--- src/rtl/counter_pkg.sv ---
// counter_pkg: shared direction encoding and elaboration-time parameter legality check.
package counter_pkg;

    localparam logic DIR_UP   = 1'b1;
    localparam logic DIR_DOWN = 1'b0;

    function automatic bit params_ok(input int width, input longint modulus, input longint reset_val);
        return width >= 1 && width <= 31 && modulus >= 2 && modulus <= (longint'(1) << width)
            && reset_val >= 0 && reset_val < modulus;
    endfunction

endpackage

--- src/rtl/mod_n_updown_counter_step.sv ---
// mod_n_step: combinational next count and boundary-crossing detect for a modulo-N up/down counter.
module mod_n_step
    import counter_pkg::*;
#(
    parameter int WIDTH   = 4,
    parameter int MODULUS = 16
) (
    input  logic [WIDTH-1:0] q_i,
    input  logic             up_dn_i,
    output logic [WIDTH-1:0] nxt_o,
    output logic             wrap_o
);

    localparam logic [WIDTH-1:0] MAX_Q = WIDTH'(MODULUS - 1);

    logic at_max, at_zero, up;

    always_comb begin
        up      = up_dn_i == DIR_UP;
        at_max  = q_i == MAX_Q;
        at_zero = q_i == '0;
        wrap_o  = up ? at_max : at_zero;
        nxt_o   = up ? (at_max ? '0 : q_i + WIDTH'(1)) : (at_zero ? MAX_Q : q_i - WIDTH'(1));
    end

endmodule

--- src/rtl/mod_n_updown_counter.sv ---
// mod_n_updown_counter: programmable modulo-N up/down counter with clear, load and wrap/load-error pulses.
module mod_n_updown_counter
    import counter_pkg::*;
#(
    parameter int WIDTH     = 4,
    parameter int MODULUS   = 16,
    parameter int RESET_VAL = 0
) (
    input  logic             clk,
    input  logic             rst,
    input  logic             en,
    input  logic             up_dn,
    input  logic             clr,
    input  logic             load,
    input  logic [WIDTH-1:0] load_val,
    output logic [WIDTH-1:0] q,
    output logic             tc,
    output logic             wrap,
    output logic             load_err
);

    if (!params_ok(WIDTH, MODULUS, RESET_VAL)) begin : g_bad_params
        $fatal(1, "mod_n_updown_counter: illegal WIDTH/MODULUS/RESET_VAL");
    end

    localparam logic [WIDTH-1:0] MAX_Q = WIDTH'(MODULUS - 1);
    localparam logic [WIDTH:0]   MOD_W = (WIDTH + 1)'(MODULUS);
    localparam logic [WIDTH-1:0] RST_Q = WIDTH'(RESET_VAL);

    logic [WIDTH-1:0] cnt_q, cnt_d, step_nxt;
    logic             wrap_q, wrap_d, lerr_q, lerr_d, step_wrap, load_ok;

    mod_n_step #(.WIDTH(WIDTH), .MODULUS(MODULUS)) u_step (
        .q_i    (cnt_q),
        .up_dn_i(up_dn),
        .nxt_o  (step_nxt),
        .wrap_o (step_wrap)
    );

    // Priority: clr > load > en > hold; out-of-range loads saturate to the top value.
    always_comb begin
        load_ok = {1'b0, load_val} < MOD_W;
        cnt_d   = clr ? '0 : load ? (load_ok ? load_val : MAX_Q) : en ? step_nxt : cnt_q;
        wrap_d  = !clr && !load && en && step_wrap;
        lerr_d  = !clr && load && !load_ok;
    end

    always_ff @(posedge clk or posedge rst) begin
        if (rst) begin
            cnt_q  <= RST_Q;
            wrap_q <= 1'b0;
            lerr_q <= 1'b0;
        end else begin
            cnt_q  <= cnt_d;
            wrap_q <= wrap_d;
            lerr_q <= lerr_d;
        end
    end

    assign q        = cnt_q;
    assign tc       = (up_dn == DIR_DOWN) ? cnt_q == '0 : cnt_q == MAX_Q;
    assign wrap     = wrap_q;
    assign load_err = lerr_q;

endmodule

--- config.mk ---
export PLATFORM = sky130hd
export DESIGN_NAME = mod_n_updown_counter
export DESIGN_NICKNAME = d
export VERILOG_FILES = /design/src/rtl/counter_pkg.sv /design/src/rtl/mod_n_updown_counter_step.sv /design/src/rtl/mod_n_updown_counter.sv
export SDC_FILE = /design/constraint.sdc
export NUM_CORES = 1
export LEC_CHECK = 0
export CAP_MARGIN = 40
export CORE_AREA = 2 2 39 41
export CTS_CLUSTER_DIAMETER = 200
export CTS_CLUSTER_SIZE = 12
export DETAILED_ROUTE_END_ITERATION = 10
export DIE_AREA = 0 0 41 43
export SYNTH_ARGS = -nofsm -noshare
export SYNTH_HDL_FRONTEND = slang
export SYNTH_SLANG_ARGS = --single-unit
export TNS_END_PERCENT = 50
--- constraint.sdc ---
create_clock -name clk -period 1.85 [get_ports clk]
set_input_delay 0.2775 -clock clk [delete_from_list [all_inputs] [get_ports clk]]
set_output_delay 0.2775 -clock clk [all_outputs]
set_load 0.05 [all_outputs]
==> metrics.csv <==
metric;value;unit
grt_max_degree;9;
fin_worst_skew;0.00115;ns
sw_frac_of_total;33.8;%
layout-drive-gt1-share;24.6;%
dr.pass1.iters;1;
grt_pass1_vias;338;
power_switching;0.137;mW
period_share;95.2;%
instances_no_fill;81;
insertion_delay;0.24;ns
fin_ws;0.0891;ns
final_max_slew_viol_count;0;
gr-usage-all-layers;11.2;%
synth_mux_area_share;2.56;%
cp_max_fo;6;
rr_startpoint;q[0];
status;completed;
fin_hold_ws;0.231;ns
grt_pass1_wl;1.28;mm
area_growth;56.2;%
dp_slack;0.221;ns
post_cts_resized;0;
synthArstFlopShare;100;%
ctsLongestPathBuffers;2;
cts_setup_buffers;0;
io_buffers;15;
cts_tree;built;
synth_top_family_by_area;compound AO/OA/AOI/OAI gates;
worst_setup_path_start_kind;register;
cts_root_buf;clkbuf_4;
leakage;0.263;nW
synthesis.nets;57;
internal_power;0.268;mW
clockPowerShare;30.4;%
fin_area;612;µm²
yosys_register_bits;5;
wl_per_cell;10.5;µm
final.min_clock_period;1.76;ns
htreeDepth;1;
postSynthAreaPerCell;8.70;µm²
top_usage_layer;met2;
die_y;43;µm
p_seq_share;32.5;%
routed-via-count;377;
routed_wl;847;µm
hp-class;primary input to async pin;
peakVddDrop;0.312;mV
synth_compound_area_share;23.0;%
setup_viol;0;
pwr_density_cell;663;nW/µm²
ys_seq_area_share;31.9;%
holdBufCountCts;0;
gp_congestion;0.692;
hold_violations;0;
drtAntennaViolNets;0;
overflow;0;
vias_per_cell;4.65;
critPathCaptureType;primary output;
num_rows;14;
synthCells;45;
drc_errors;0;
numCtsBuffers;3;
die_area;1760;µm²
rsz0062_at_grt;no;
use_met2;15.0;%
core;1380;µm²
fmax;568;MHz
max_cap_violations;0;
antenna_found_initial;0;
dp_cells;77;
r2r_cells;6;
met1_usage;13.8;%
synthXorXnorAreaFrac;6.71;%
combPwrFrac;37.1;%
synthSimpleGateAreaFrac;20.4;%
synth_warnings;0;
boundaryPins;17;
drtIter0Drc;0;
grt_use_met3;1.57;%
die_width;41;µm
r2r_end;q[1];
yosysUniqueCellTypes;25;
place_area;586;µm²
worst-endpoint-required;1.57;ns
cp.arrival;1.48;ns
layout.nets;78;
hpwl;689;µm
initial_core_util;28.3;%
n_antenna_cell;0;
finalSetupTns;0;ns
cts_sinks;5;
synth-edff-count;0;
netlist_area;392;µm²
synthFlopType;dfrtp_1;
clk_pin_slew;0.04;ns
synth-adder-area-share;6.39;%
crit_type;register to primary output;
r2r_slack;0.42;ns
[Yosys cell counts, drive strengths merged, types with 2 or more instances]
cell,instances,share of area (%)
a21oi,4,5.1
buf,2,3.2
dfrtp,5,32
ha,2,6.4
inv,5,4.8
nand2,2,1.9
nand2b,2,5.1
nand4,2,3.2
nor2,3,2.9
nor2b,2,3.2
o21ai,3,3.8
xnor2,3,6.7
[flip-flops by register name (all words and copies together), names as in the netlist]
register	count
wrap	1
q	4
[layout make-up]
class / instances / area [µm²]
Fill cell: 147 / 772
Multi-Input combinational cell: 33 / 249
Timing Repair Buffer: 18 / 173
Sequential cell: 5 / 125
Clock buffer: 4 / 26.3
Tap cell: 16 / 20.0
Inverter: 5 / 18.8
[logic make-up after synthesis]
| family | Yosys count |
|---|---|
| compound gates | 13 |
| xor+xnor | 3 |
| fa+ha+maj | 2 |
| buf+inv | 7 |
| flops | 5 |
| mux | 1 |
| other cells | 1 |
| simple gates | 13 |
[worst max-delay path, stage by stage, from the launching register on]
cell and delay (ns):
dfrtp_1 0.44, inv_2 0.10, ha_1 0.17, nand2b_1 0.11
o31ai_4 0.24, buf_12 0.17
[layout by cell type, fill, tap and decap left out, types with 2 or more instances in the layout]
cell,instances
inv_1,3
nor2_1,3
nand2_1,2
xnor2_1,3
o21ai_0,3
buf_4,7
inv_2,2
clkbuf_4,3
clkdlybuf4s50_1,10
dfrtp_1,5
a21oi_1,4
nor2b_1,2
ha_1,2
nand4_1,2
[worst max path at each step]
stage          from  endpoint  slack (ns)  depth (start not counted)
4_1_cts        q[0]        tc        0.07                          5
2_1_floorplan  q[0]        tc        0.08                          4
3_3_place_gp     en      q[3]        0.21                          3
5_1_grt        q[0]        tc        0.02                          5
3_5_place_dp     en      q[3]        0.22                          3
6_report       q[0]        tc        0.09                          5
[layer usage]
metal | vias up | share of wire (%)
li1 | 195 | -
met1 | 171 | 49
met2 | 11 | 47
met3 | 0 | 3.3
met4 | 0 | 0
met5 | - | 0
[per-stage QoR]
stage | total power [mW] | util, %
6_report | 0.406 | 44.2
5_1_grt | 0.428 | 44.2
4_1_cts | 0.412 | 44.2
3_5_place_dp | 0.285 | 42.3
3_3_place_gp | 0.284 | 42.3
2_1_floorplan | 0.227 | -
[power by group through the flow]
stage / Sequential [mW] / Clock (mW) / Combinational [mW]
2_1_floorplan: 0.157 / 0 / 0.0703
3_3_place_gp: 0.133 / 0 / 0.151
3_5_place_dp: 0.133 / 0 / 0.152
4_1_cts: 0.132 / 0.128 / 0.152
5_1_grt: 0.133 / 0.133 / 0.162
6_report: 0.132 / 0.124 / 0.150
Note: power is estimated with default switching activity, not from simulation.
